--- src/rtl/approx_mult_pkg.sv ---
// approx_mult_pkg: shared constants, mode encoding and tile truncation rule
// for the approximate multiplier pipeline.
package approx_mult_pkg;

  localparam int TILE_W = 4;

  typedef enum logic [1:0] {
    MODE_EXACT    = 2'd0,
    MODE_LOWTRUNC = 2'd1,
    MODE_AGGR     = 2'd2,
    MODE_RSVD     = 2'd3
  } mode_e;

  // LSBs dropped from tile (i,j) of an n-digit operand pair under a mode.
  // The reserved mode computes exactly; it is only flagged downstream.
  function automatic logic [1:0] tile_k(input mode_e mode, input int i,
                                        input int j, input int n);
    logic [1:0] k;
    k = 2'd0;
    case (mode)
      MODE_LOWTRUNC: k = (i + j < n - 1) ? 2'd3 : 2'd0;
      MODE_AGGR:     k = (i == n - 1 && j == n - 1) ? 2'd1 : 2'd3;
      default:       k = 2'd0;
    endcase
    return k;
  endfunction

endpackage

--- src/rtl/approx_mult_pipe_tile.sv ---
// approx_tile_4x4: one 4x4 digit product with its low k bits cleared.
module approx_tile_4x4
  import approx_mult_pkg::*;
(
  input  logic [TILE_W-1:0]   a,
  input  logic [TILE_W-1:0]   b,
  input  logic [1:0]          k,
  output logic [2*TILE_W-1:0] p
);

  logic [2*TILE_W-1:0] w_full;

  assign w_full = {{TILE_W{1'b0}}, a} * {{TILE_W{1'b0}}, b};
  assign p      = w_full & ({(2*TILE_W){1'b1}} << k);

endmodule

--- src/rtl/approx_mult_pipe.sv ---
// approx_mult_pipe: 3-stage tiled approximate multiplier with valid/ready
// handshake and a global stall. S1 captures operands, S2 registers the
// truncated tile products, S3 registers the weighted sum.
// Optional feature macro: APPROX_MULT_STATS_EN enables the saturating
// counter of accepted approximate (mode 1/2) beats on stat_cnt.
module approx_mult_pipe
  import approx_mult_pkg::*;
#(
  parameter int WIDTH  = 8,
  parameter int STAGES = 3
)(
  input  logic               clk,
  input  logic               rst_n,
  input  logic               in_valid,
  output logic               in_ready,
  input  logic [WIDTH-1:0]   a,
  input  logic [WIDTH-1:0]   b,
  input  logic [1:0]         mode,
  output logic               out_valid,
  input  logic               out_ready,
  output logic [2*WIDTH-1:0] r,
  output logic               mode_err,
  output logic [31:0]        stat_cnt
);

  localparam int N  = WIDTH / TILE_W;
  localparam int NT = N * N;
  localparam int RW = 2 * WIDTH;

  logic [STAGES:1]            r_vld_pipe;
  logic                       w_stall;
  logic                       w_acc;
  logic [WIDTH-1:0]           r_a;
  logic [WIDTH-1:0]           r_b;
  logic [1:0]                 r_mode;
  logic [NT-1:0][2*TILE_W-1:0] w_tile;
  logic [NT-1:0][2*TILE_W-1:0] r_tile;
  logic                       r_err2;
  logic [RW-1:0]              w_sum;

  // A result sitting unaccepted at the output freezes the whole pipe.
  assign w_stall   = r_vld_pipe[STAGES] & ~out_ready;
  assign in_ready  = ~w_stall;
  assign w_acc     = in_valid & in_ready;
  assign out_valid = r_vld_pipe[STAGES];

  for (genvar gi = 0; gi < N; gi++) begin : g_i
    for (genvar gj = 0; gj < N; gj++) begin : g_j
      logic [1:0] w_k;
      assign w_k = tile_k(mode_e'(r_mode), gi, gj, N);
      approx_tile_4x4 u_tile (
        .a (r_a[gi*TILE_W +: TILE_W]),
        .b (r_b[gj*TILE_W +: TILE_W]),
        .k (w_k),
        .p (w_tile[gi*N + gj])
      );
    end
  end

  // Weight each registered tile by its digit position and accumulate.
  always_comb begin
    w_sum = '0;
    for (int i = 0; i < N; i++)
      for (int j = 0; j < N; j++)
        w_sum = w_sum + (RW'(r_tile[i*N + j]) << (TILE_W * (i + j)));
  end

  // Stage registers; data only moves with a valid beat so bubbles keep r steady.
  always_ff @(posedge clk or negedge rst_n) begin
    if (!rst_n) begin
      r_vld_pipe <= '0;
      r_a        <= '0;
      r_b        <= '0;
      r_mode     <= '0;
      r_tile     <= '0;
      r_err2     <= 1'b0;
      r          <= '0;
      mode_err   <= 1'b0;
    end else if (!w_stall) begin
      r_vld_pipe <= {r_vld_pipe[STAGES-1:1], w_acc};
      if (w_acc) begin
        r_a    <= a;
        r_b    <= b;
        r_mode <= mode;
      end
      if (r_vld_pipe[1]) begin
        r_tile <= w_tile;
        r_err2 <= (r_mode == MODE_RSVD);
      end
      if (r_vld_pipe[2]) begin
        r        <= w_sum;
        mode_err <= r_err2;
      end
    end
  end

`ifdef APPROX_MULT_STATS_EN
  logic [31:0] r_stat;

  // Count accepted approximate beats, sticking at all-ones.
  always_ff @(posedge clk or negedge rst_n) begin
    if (!rst_n)
      r_stat <= '0;
    else if (w_acc && (mode == MODE_LOWTRUNC || mode == MODE_AGGR) &&
             r_stat != 32'hFFFF_FFFF)
      r_stat <= r_stat + 32'd1;
  end

  assign stat_cnt = r_stat;
`else
  assign stat_cnt = '0;
`endif

endmodule

--- config.mk ---
export PLATFORM = sky130hd
export DESIGN_NAME = approx_mult_pipe
export DESIGN_NICKNAME = d
export VERILOG_FILES = /design/src/rtl/approx_mult_pkg.sv /design/src/rtl/approx_mult_pipe_tile.sv /design/src/rtl/approx_mult_pipe.sv
export SDC_FILE = /design/constraint.sdc
export NUM_CORES = 1
export LEC_CHECK = 0
export BUFFER_PORTS_ARGS = -buffer_cell sky130_fd_sc_hd__clkbuf_2
export CORE_MARGIN = 8
export CORE_UTILIZATION = 50
export CTS_CLUSTER_DIAMETER = 100
export CTS_CLUSTER_SIZE = 20
export DETAILED_ROUTE_END_ITERATION = 8
export PLACE_DENSITY = 0.79
export SYNTH_ARGS = -nofsm -noshare
export SYNTH_HDL_FRONTEND = slang
export SYNTH_SLANG_ARGS = --single-unit
--- constraint.sdc ---
create_clock -name clk -period 5.25 [get_ports clk]
set_input_delay 0.525 -clock clk [delete_from_list [all_inputs] [get_ports clk]]
set_output_delay 0.525 -clock clk [all_outputs]
set_load 0.01 [all_outputs]
Word level (Yosys, flattened, before mapping)
Cells that the tools add are included.
{"block": "op_classes", "n_addsub": 3, "mul": 4, "n_eq_ne": 3, "n_shift": 3, "mux": 3, "n_bitwise": 8, "reduce_logical": 4}
{"operator": "8-bit AND", "count": 4}
{"operator": "4-bit by 4-bit multiplier with 8-bit output", "count": 4}
{"operator": "14-bit by 16-bit adder with 16-bit output", "count": 1}
{"operator": "8-bit by 2-bit left shift with 8-bit output, first input constant", "count": 2}
{"operator": "13-bit by 12-bit adder with 14-bit output", "count": 1}
{"operator": "8-bit by 12-bit adder with 13-bit output", "count": 1}
{"operator": "8-bit by 1-bit left shift with 8-bit output, first input constant", "count": 1}
{"operator": "2-bit AND reduction", "count": 3}
{"operator": "2-bit equality test, second input constant", "count": 2}
{"operator": "2-bit two-way mux", "count": 2}
{"operator": "1-bit AND", "count": 2}
{"operator": "2-bit by 1-bit equality test with 1-bit output, second input constant", "count": 1}
{"operator": "1-bit inverter", "count": 2}
{"operator": "2-bit OR reduction", "count": 1}
{"operator": "1-bit two-way mux", "count": 1}
{"block": "totals", "reg_bits": 71, "output_inout_bits": 51, "word_cells": 39}

Logic depth before layout (Yosys ltp)
Gate-level depths: netlist of run 1.
{"block": "logic_depth", "depth_word": 5, "ltp_mapped": 11, "depth_no_buf": 11}

Hierarchy
From an unflattened synthesis of run 1, not the netlist that was laid out.
{"block": "hier_totals", "hier_cells": 499, "hier_area_um2": 5341.4}
{"module": "approx_mult_pipe", "n_inst": 1, "cells_each": 283, "area_each_um2": 3482.1, "seq_area_each_um2": 1776.7}
{"module": "approx_tile_4x4 (g_i[1].g_j[0].u_tile ...)", "n_inst": 2, "cells_each": 54, "area_each_um2": 465.4, "seq_area_each_um2": 0.0}
{"module": "approx_tile_4x4 (g_i[0].g_j[0].u_tile ...)", "n_inst": 2, "cells_each": 54, "area_each_um2": 464.2, "seq_area_each_um2": 0.0}

Worst setup path before layout of run 1
Ideal clock, no wire load.
{"block": "synth_timing", "path_kind": "reg2reg", "startpoint": "register r_a[4]", "endpoint": "register r_tile[31] in the netlist's numbering", "arrival_ns": 2.631, "slack_ns": 2.486, "path_stages_with_launch": 11, "n_path_buf": 0, "synth_period_minus_slack_ns": 2.764, "path_cell_list": "dfrtp_1 > nand2_1 > fa_1 > inv_1 > fa_1 > ha_1 > a21o_1 > a31o_2 > a21oi_1 > xor2_1 > o21ai_0"}
{"block": "synth_between", "elab_chain_len": 2}
{"element": "start: declaration", "line_no": "approx_mult_pipe.sv:33", "rtl": "logic [WIDTH-1:0] r_a;"}
{"element": "start signal: assignment", "line_no": "approx_mult_pipe.sv:72", "rtl": "r_a <= '0;"}
{"element": "start signal: assignment", "line_no": "approx_mult_pipe.sv:82", "rtl": "r_a <= a;"}
{"element": "4-bit by 4-bit multiplier with 8-bit output", "line_no": "approx_mult_pipe_tile.sv:13", "rtl": "assign w_full = {{TILE_W{1'b0}}, a} * {{TILE_W{1'b0}}, b};"}
{"element": "8-bit AND", "line_no": "approx_mult_pipe_tile.sv:14", "rtl": "assign p = w_full & ({(2*TILE_W){1'b1}} << k);"}
{"element": "end signal: assignment", "line_no": "approx_mult_pipe.sv:87", "rtl": "r_tile <= w_tile;"}
{"element": "end: declaration", "line_no": "approx_mult_pipe.sv:37", "rtl": "logic [NT-1:0][2*TILE_W-1:0] r_tile;"}
No other way between the ends.
A chain may end at the register's enable or synchronous reset.

Final worst setup path of run 1
{"block": "layout_timing", "startpoint": "register r_a[0]", "endpoint": "register r_tile[14] in the netlist's numbering"}
Same word-level chain as after synthesis.

==> key figures, run 1 <==
Power and ir drop
  – Power density cells: 605.9 mW/mm2
  – Pleak: roughly 2.8 nW
  – Worst VDD drop: 0.0002214 V

Floorplan
  – Die area: roughly 0.014 mm2
  – Initial Utilization: 50.51%
  – Die extent in x: about 120 um
  – Cell Rows: 37
  – Die height: 117.2 um
  – Ports: between 70 and 80
  – Core ar.: around 0.010 mm2

Setup path
  – Crit. End Element: flip-flop
  – CP Max Fanout: 9
  – Req. time, crit path: ~5500 ps
  – Arr. time, crit path: 3260 ps
  – Critical Path Start Type: flip-flop
  – Setup CP Type: flip-flop to flip-flop

Timing
  – Max Slew Vio Count: 0
  – Max Clock Freq: between 0.3 and 0.4 GHz
  – RSZ-0062 raised after global routing: no
  – Slew margin rel.: 40.16%
  – Period utilization: between 50% and 60%
  – Clk_skew: 7.308 ps
  – Final min period: 3044 ps
  – Endpoints failing setup: 0
  – Worst hold slack: 361.0 ps
  – Final setup TNS: 0 ps
  – Slew of the pin with the lowest slew margin: 897.5 ps
  – Final Hold Vio Count: 0

Logic synthesis
  – Top_reg_cell synth: dfrtp_1
  – Average size of a mapped cell: approximately 9.8 um2
  – Synthesized instance count: between 500 and 600
  – Post-synthesis sequential area ratio: 34.69%
  – Post-synthesis cell type count: 39
  – EDFF count, synth: 0
  – Yosys reg bits: 71
  – Area of the mapped netlist: between 0.005 and 0.006 mm2
  – Ys async rst share: 100.0%
  – YS warnings: 0

CTS
  – CTS tree: yes
  – PostCTS Resize Cnt: 0
  – Clock root buffer: clkbuf_8
  – Clock Sinks: 71
  – Clock Latency Late Sink: roughly 350 ps
  – CTS H-tree lvls: 3
  – Hold_buf cts: 0
  – Clock slew at reported path FFs: about 80 ps
  – Bufs on Longest Clock Path: 2
  – Number of post-CTS setup repair buffers: 0
  – Num CTS Buffers: 9

Global route
  – Largest net degree at the start of global routing: between 70 and 80
  – Vias in the first global route: between 3000 and 4000
  – Initial antenna violation count: 0
  – Tot GR Track Use: between 10% and 20%
  – First-pass GRT wire length: between 15000 and 20000 um
  – GRT overflow: 0

Detailed routing
  – DRC: 0
  – 1st-iter DRT viols: around 190
  – Per-cell routed wire length: between 10 and 15 um
  – Via density: 5.030
  – TritonRoute pass-1 iters: 4
  – Final wirelength: between 10000 and 15000 um
  – Antenna viol nets, final: 0
  – Vias after detailed routing: 3526

Placement
  – DPL Wire Length: a little under 8000 um
  – Final GP Congestion: roughly 0.85
  – Area after DPL: approximately 0.0053 mm2
  – # port buffers: 40

Finish
  – Layout cells sized above 1: around 15%
  – # nets final: 666
  – N_diodes: 0
  – Layout Area Growth over Synthesis: 7.647%
  – Number of fill cells: between 900 and 1000
  – Final Cell Area: approximately 0.0055 mm2

Flow run
  – # Max-Cap Violations: 0

Hold path
  – Worst hold path type: input pin to asynchronous set/reset pin

Outcome
  – Status: completed
## worst max-delay path, stage by stage, from the launching register on
cell	delay, ps
dfrtp_1	510
nand2_1	150
fa_1	560
inv_1	60
fa_1	540
fa_1	480
nand2_1	90
nand2_1	80
a21oi_1	210
xor2_1	150
o21ai_0	80
## power breakdown
group          switching, mW  internal (mW)
Combinational           1.08          0.844
Sequential             0.201          0.766
Clock                  0.220          0.230
Total                   1.50           1.84
## synth_stat cells (2+ instances only)
cell      number  area, um2
o21ai_0       46      230.2
nor2_1         4      15.01
a21oi_1       22      110.1
nand3b_1       2      15.01
and2_1        43      269.0
fa_1          25      500.5
xor2_1        15      131.4
clkbuf_1       3      11.26
inv_1         34      127.6
buf_6          2      22.52
xnor2_1        7      61.31
nor3b_1        2      15.01
mux2i_1        2      20.02
mux2_2        23      259.0
a211oi_1       2      15.01
buf_4         33      247.7
o21ai_1        2      10.01
a21o_1         4      30.03
nand2_1       93      349.1
dfrtp_1       71       1777
nand3_1        2      10.01
ha_1          58      725.7
buf_2          5      25.02
nand2b_1       5      31.28
## cells in the final DEF (no fill, tap or decap), drive strengths merged, types with 7 or more instances in the layout
cell    Yosys  routed
conb        1      32
mux2       23      23
nand2      94      94
xor2       15      15
o21ai      48      48
inv        34      34
clkbuf      3      49
dfrtp      71      71
xnor2       7       7
a21oi      22      22
and2       43      43
fa         25      25
ha         58      58
## kinds of logic after synthesis
kind of cell | synth area share, %
AOI/OAI and AO/OA | 9.187
buffers and inverters | 8.478
other | 0.07323
adders and majority gates | 23.94
and+or+nand+nor | 14.41
muxes | 5.448
DFF | 34.69
xor gates and xnor gates | 3.763
## sequential cells by signal, indices dropped and copies added (netlist names)
signal,count
r_a,8
r,16
mode_err,1
r_err2,1
r_vld_pipe,3
r_tile,32
r_mode,2
r_b,8
## per-layer routing
metal  GRT usage, %  part of all wire [%]
met1          19.89                    45
met2          26.77                    48
met3          2.617                   4.5
met4          8.532                   2.7
met5              0                     0
## cell type report
cell class                 instances  area, um2  share of cell area, %
inverter                          34      127.6                  2.315
clock buffer                      10      137.6                  2.497
tap                              136      170.2                  3.087
multi-input combinational        403       3027                  54.90
sequential                        71       1777                  32.23
timing repair buffer              42      215.2                  3.904
clock inverter                     5      58.81                  1.067
## worst paths after layout
path / start / to / slack (ps) / depth (start not counted)
setup / recovery: r_a[0] / r_tile[14] / 2210 / 10
hold / removal: rst_n / r_b[2] / 360 / 2
hold reg to reg: r_tile[0] / r[0] / 480 / 2
setup reg to reg: r_a[0] / r_tile[14] / 2210 / 10
max in group asynchronous: rst_n / r[7] / 4290 / 2
min in group clk: a[3] / r_a[3] / 390 / 2
## per-stage QoR
| stage | utilization, % | std cells | power, mW | setup WS (ps) |
|---|---|---|---|---|
| finish | 54.37 | 701 | 3.340 | 2206 |
| global route | 54.37 | 701 | 3.684 | 2042 |
| global placement | 52.44 | 686 | 2.759 | 2377 |
| detailed placement | 52.44 | 686 | 2.861 | 2250 |
| floorplan | - | 551 | 2.390 | 2486 |
| CTS | 54.37 | 701 | 3.352 | 2234 |
(Power assumes the default switching activity.)
==> run 2, diff against run 1 <==
--- a/config.mk
+++ b/config.mk
@@ -5,13 +5,14 @@
 export SDC_FILE = /design/constraint.sdc
 export NUM_CORES = 1
 export LEC_CHECK = 0
+export ABC_AREA = 1
 export BUFFER_PORTS_ARGS = -buffer_cell sky130_fd_sc_hd__clkbuf_2
 export CORE_MARGIN = 8
 export CORE_UTILIZATION = 50
 export CTS_CLUSTER_DIAMETER = 100
 export CTS_CLUSTER_SIZE = 20
 export DETAILED_ROUTE_END_ITERATION = 8
-export PLACE_DENSITY = 0.79
+export PLACE_DENSITY = 0.82
 export SYNTH_ARGS = -nofsm -noshare
 export SYNTH_HDL_FRONTEND = slang
 export SYNTH_SLANG_ARGS = --single-unit
==> constraint.sdc (replaced) <==
create_clock -name clk -period 2.6 [get_ports clk]
set_input_delay 0.26 -clock clk [delete_from_list [all_inputs] [get_ports clk]]
set_output_delay 0.26 -clock clk [all_outputs]
set_load 0.01 [all_outputs]
==> key figures, run 2 <==
Outcome
  – Status: completed

Floorplan
  – Die area: 0.01440 mm2
  – Die height: around 120 um
  – Ports: 73
  – Initial Utilization: roughly half
  – Die extent in x: ~120 um
  – Cell Rows: 38
  – Core ar.: about 0.011 mm2

Timing
  – Final Hold Vio Count: 0
  – Worst hold slack: ~120 ps
  – Slew margin rel.: roughly three fifths
  – Endpoints failing setup: 0
  – Max Slew Vio Count: 0
  – Max Clock Freq: approximately 0.4 GHz
  – Period utilization: a little over nine tenths
  – RSZ-0062 raised after global routing: yes
  – Slew of the pin with the lowest slew margin: 591.0 ps
  – Final min period: 2490 ps
  – Clk_skew: between 10 and 15 ps

Placement
  – Final GP Congestion: about 0.88
  – Placed Cells: roughly 830
  – DPL Wire Length: 8468 um
  – # port buffers: 40

Finish
  – Number of fill cells: slightly below 1000
  – Util after Layout: 56.32%
  – Post-Layout Cell Count: 851
  – Commonest cells after routing, fill and taps aside: nand2_1 (191), inv_1 (97), dfrtp_1 (71)
  – Top Registers: r_tile x32, r x16
  – Max reg flops: 32
  – Most flops, register: r_tile
  – # nets final: 811
  – Layout cells sized above 1: 17.02%
  – N_diodes: 0
  – Most common cell after layout, fill and taps aside: nand2_1
  – Layout Area Growth over Synthesis: 11.41%

CTS
  – Clock slew at reported path FFs: approximately 80 ps
  – Bufs on Longest Clock Path: 2
  – CTS tree: yes
  – Number of post-CTS setup repair buffers: 0
  – CTS H-tree lvls: 3
  – Clock Latency Late Sink: 370 ps
  – Clock root buffer: clkbuf_8
  – Num CTS Buffers: 9
  – Clock Sinks: 71

Detailed routing
  – DRC: 0
  – Antenna viol nets, final: 0
  – Per-cell routed wire length: 12.54 um
  – 1st-iter DRT viols: between 150 and 200
  – TritonRoute pass-1 iters: 5
  – Final wirelength: 10670 um
  – Vias after detailed routing: between 4000 and 5000
  – Via density: roughly 4.9

Setup path
  – FF-to-FF End: r_tile[6]
  – Setup CP Type: flip-flop to flip-flop
  – CP Max Fanout: 5
  – R2R setup slack: approximately 110 ps
  – Worst reg-to-reg path cell count: 9
  – Crit Reg-Reg Startpoint: r_b[3]
  – CP startpoint: r_b[3]
  – Req. time, crit path: ~2800 ps
  – Arr. time, crit path: between 2000 and 3000 ps
  – Crit. End Element: flip-flop
  – Critical Path Start Type: flip-flop
  – Setup crit end: r_tile[6]

Logic synthesis
  – Top_reg_cell synth: dfrtp_1
  – Synthesized instance count: approximately 660
  – Area of the mapped netlist: 0.005408 mm2
  – Synth area leaders: dfrtp_1 (33%), ha_1 (13%), nand2_1 (13%), fa_1 (9.3%), inv_1 (6.7%)
  – Post-synthesis cell type count: 28
  – Yosys reg bits: a little over 70
  – YS warnings: 0
  – Count leader, synth: nand2_1
  – Most instantiated cells after synthesis: nand2_1 (192), inv_1 (97), dfrtp_1 (71)
  – Post-synth top area share: around a third
  – Post-synthesis sequential area ratio: 32.86%
  – Ys async rst share: 100.0%
  – Post-synth top area cell: dfrtp_1
  – Average size of a mapped cell: 8.243 um2
  – EDFF count, synth: 0

Hold path
  – Hold Crit Depth: 2
  – Worst hold path type: input pin to flip-flop

Power and ir drop
  – Worst VDD drop: 0.0004846 V
  – Overall power: 7.178 mW
  – Power density cells: roughly 1200 mW/mm2
  – Pleak: between 3 and 4 nW

Global route
  – GRT overflow: 0
  – Vias in the first global route: between 4000 and 5000
  – First-pass GRT wire length: 18570 um
  – Initial antenna violation count: 0
  – Tot GR Track Use: about 16%
  – Largest net degree at the start of global routing: 41

Flow run
  – # Max-Cap Violations: 0
==> run 2: cell count changes in the layout (fill, tap and decap cells not counted), moves of 6 or more <==
cell	previous run	this run
nand2_1	93	191
inv_1	34	97
and2_1	43	0
nand3_1	2	39
buf_4	2	25
o21ai_0	46	27
xor2_1	15	1
nand4_1	0	13
a21oi_1	22	11
nor2_1	4	14
fa_1	25	19
fa_2	0	6
ha_1	58	52
mux2_2	23	17
==> run 2: power breakdown <==
part	switching [mW]	leakage (nW)	internal, mW
clock network	0.481	0.0927	0.365
logic	2.52	2.52	1.94
registers	0.331	0.884	1.54
total	3.33	3.49	3.84
==> run 2: how the worst min path moves through the flow <==
stage,slack [ps],end,from
6_report,120,r_b[2],b[2]
2_1_floorplan,-40,mode_err,rst_n
3_3_place_gp,240,r_b[0],rst_n
4_1_cts,110,r_b[2],b[2]
5_1_grt,110,r_a[3],a[3]
3_5_place_dp,250,r_a[2],rst_n
==> run 2: per-stage QoR <==
stage / TNS, ps / instance area, um2 / worst slack, ps
floorplan: 0 / 5554 / 32.26
global placement: 0 / 5732 / 12.12
detailed placement: -102.0 / 5732 / -49.43
CTS: 0 / 5943 / 22.20
global route: -126.6 / 6025 / -43.74
finish: 0 / 6025 / 110.0
==> run 2: critical path, cell delays in order, from the launching register on <==
cell	delay (ps)
dfrtp_1	430
nand2_1	100
fa_1	530
inv_1	50
fa_1	500
inv_1	60
fa_2	360
o21ai_2	140
xnor2_1	130
o21ai_1	70
==> run 2: per-layer routing <==
layer	routed length, um	global-route usage, %	vias up
met5	0	0	-
met4	127	4.840	0
met3	585	3.570	10
met2	5137	26.27	88
met1	4818	19.31	1943
li1	-	-	2093
==> run 2: final cells by class <==
type | instances | area [um2] | share of cell area (%)
Timing Repair Buffer | 67 | 409.1 | 6.791
Multi-Input combinational cell | 458 | 3105 | 51.55
Clock inverter | 7 | 62.56 | 1.038
Clock buffer | 9 | 123.9 | 2.056
Inverter | 99 | 371.6 | 6.168
Sequential cell | 71 | 1777 | 29.49
Tap cell | 140 | 175.2 | 2.908
==> run 2: cell families after synthesis <==
family | synth area share, %
and+or+nand+nor | 20.29
buffers and inverters | 13.67
adders and majority gates | 22.67
DFF | 32.86
AOI/OAI and AO/OA | 4.627
muxes | 3.540
xor gates and xnor gates | 2.268
other | 0.06935
==> run 2: repair_timing <==
action / 4_1_cts / 5_1_grt
pin swaps: 3 / 8
hold buffers: 1 / 0
endpoints found under the setup margin: 4 / 16
hold endpoints to repair: 19 / 0
gates resized for setup: 5 / 16
==> run 3, diff against run 2 <==
--- a/config.mk
+++ b/config.mk
@@ -13,6 +13,7 @@
 export CTS_CLUSTER_SIZE = 20
 export DETAILED_ROUTE_END_ITERATION = 8
 export PLACE_DENSITY = 0.82
+export REMOVE_ABC_BUFFERS = 1
 export SYNTH_ARGS = -nofsm -noshare
 export SYNTH_HDL_FRONTEND = slang
 export SYNTH_SLANG_ARGS = --single-unit
==> key figures, run 3 (same netlist as run 2, synthesis figures left out) <==
Power and ir drop
  – P_int: around 4.2 mW
  – Net Sw Frac: 46.55%
  – Pleak: around 3.5 nW
  – Power density cells: 1247 mW/mm2
  – Worst VDD drop: roughly 0.00053 V
  – Overall power: between 7 and 8 mW
  – Combinational share of power: about two thirds
  – Clock share of power: 11.1%
  – Sw power: ~3.7 mW
  – Sequential share of power: about a quarter

Finish
  – Commonest cells after routing, fill and taps aside: nand2_1 (184), inv_1 (91), dfrtp_1 (70)
  – Most common cell after layout, fill and taps aside: nand2_1
  – N_diodes: 0
  – Post-Layout Cell Count: between 800 and 900
  – # nets final: between 800 and 900
  – Layout Area Growth over Synthesis: 17.12%
  – Layout cells sized above 1: a little under a quarter
  – Max reg flops: 32
  – Top Registers: r_tile x32, r x16
  – Most flops, register: r_tile

Outcome
  – Failing checks: negative setup slack
  – Status: complete, but fails checks

Global route
  – Initial antenna violation count: 0
  – Vias in the first global route: about 4300
  – GRT overflow: 0
  – First-pass GRT wire length: 19550 um
  – Largest net degree at the start of global routing: 72
  – Tot GR Track Use: between 10% and 20%

Setup path
  – FF-to-FF End: r_tile[4]
  – Critical Path Start Type: flip-flop
  – Crit. End Element: flip-flop
  – Crit Reg-Reg Startpoint: r_a[2]
  – CP Max Fanout: 4
  – Setup CP Type: flip-flop to flip-flop
  – Req. time, crit path: 2890 ps
  – Worst reg-to-reg path cell count: 10
  – R2R setup slack: -20 ps
  – Arr. time, crit path: approximately 2900 ps

Floorplan
  – Ports: 73
  – Die height: about 120 um
  – Die extent in x: between 100 and 150 um
  – Core ar.: 0.01070 mm2
  – Die area: ~0.014 mm2
  – Initial Utilization: between 50% and 60%
  – Cell Rows: 38

Timing
  – Final setup margin: -19.33 ps
  – Period utilization: 100.7%
  – Endpoints failing setup: 2
  – Slew margin rel.: about three fifths
  – Final setup TNS: -23.05 ps
  – RSZ-0062 raised after global routing: yes
  – Final Hold Vio Count: 0
  – Final min period: between 2000 and 3000 ps
  – Max Slew Vio Count: 0
  – Worst hold slack: 116.3 ps
  – Slew of the pin with the lowest slew margin: 581.4 ps
  – Max Clock Freq: 0.3818 GHz
  – Clk_skew: between 10 and 15 ps

Detailed routing
  – WL met1: 5221 um
  – Antenna viol nets, final: 0
  – Per-cell routed wire length: roughly 15 um
  – 1st-iter DRT viols: roughly 270
  – Via density: 5.113
  – DR top layer: met4
  – DR WL met3: ~950 um
  – DRC: 0
  – Vias after detailed routing: 4418
  – Final wirelength: 12700 um
  – Metal2 WL: about 6000 um
  – TritonRoute pass-1 iters: 5

Hold path
  – Worst hold path type: input pin to flip-flop
  – Worst hold start: b[1]
  – Hold Crit Depth: 2
  – Hold EP: r_b[1]

CTS
  – Clock Sinks: 71
  – Bufs on Longest Clock Path: 2
  – Clock slew at reported path FFs: ~90 ps
  – CTS tree: yes
  – CTS H-tree lvls: 3
  – Num CTS Buffers: 9
  – Clock root buffer: clkbuf_8
  – Clock Latency Late Sink: between 300 and 400 ps

Flow run
  – # Max-Cap Violations: 0

Placement
  – DPL Wire Length: roughly 8700 um
  – # port buffers: 40
  – Placed Cells: 840
  – Final GP Congestion: between 0.8 and 0.9
-- run 3: worst max path at each step --
stage	startpoint	endpoint	slack [ps]	cells after the start
6_report	r_a[2]	r_tile[4]	-20	10
2_1_floorplan	r_b[3]	r_tile[6]	-100	9
3_3_place_gp	r_b[7]	r_tile[30]	-80	9
5_1_grt	r_b[3]	r_tile[7]	-120	14
4_1_cts	r_a[0]	r_tile[4]	7	14
3_5_place_dp	r_a[0]	r_tile[6]	-190	9
-- run 3: per-stage QoR --
stage | area (um2) | setup WS, ps | utilization [%]
after global routing | 6334 | -122.4 | 59.20
after floorplan | 5156 | -97.46 | -
after CTS | 6063 | 7.373 | 56.68
after detailed placement | 5784 | -194.7 | 54.07
final | 6334 | -19.33 | 59.20
after global placement | 5784 | -84.90 | 54.07
-- run 3: layout make-up --
class,count,area (um2)
clock buffers,9,123.9
inverters,99,371.6
well taps,140,175.2
clock inverters,7,61.31
flip-flops and latches,71,1778
fillers,924,4364
repair buffers,80,523.0
multi-input cells,458,3301
-- run 3: repair_timing --
| action | 4_1_cts | 5_1_grt |
|---|---|---|
| endpoints found under the setup margin | 11 | 14 |
| hold buffers | 1 | 0 |
| hold endpoints to repair | 71 | 0 |
| gates resized for setup | 13 | 49 |
| buffers inserted | 5 | 3 |
| pin swaps | 9 | 31 |
-- run 3: per-layer routing --
| layer | global-route usage (%) | vias to the layer above |
|---|---|---|
| met5 | 0 | - |
| met4 | 7.104 | 0 |
| met2 | 27.21 | 174 |
| met3 | 3.852 | 42 |
| met1 | 20.50 | 2082 |
| li1 | - | 2120 |
-- run 3: power by group through the flow --
stage                     clock network [mW]  registers (mW)  logic [mW]
final                                  0.875            1.88        5.14
after global routing                   0.937            1.94        5.76
after CTS                              0.876            1.86        4.48
after detailed placement                   0            1.89        4.27
after global placement                     0            1.86        4.12
after floorplan                            0            1.92        3.01
-- run 3: worst max-delay path: stages, from the launching register on --
cell,delay [ps]
dfrtp_1,440
nand2_2,80
fa_1,550
inv_2,40
fa_1,530
inv_2,60
fa_2,400
buf_4,140
xnor2_1,120
nand2_1,70
o21ai_1,100
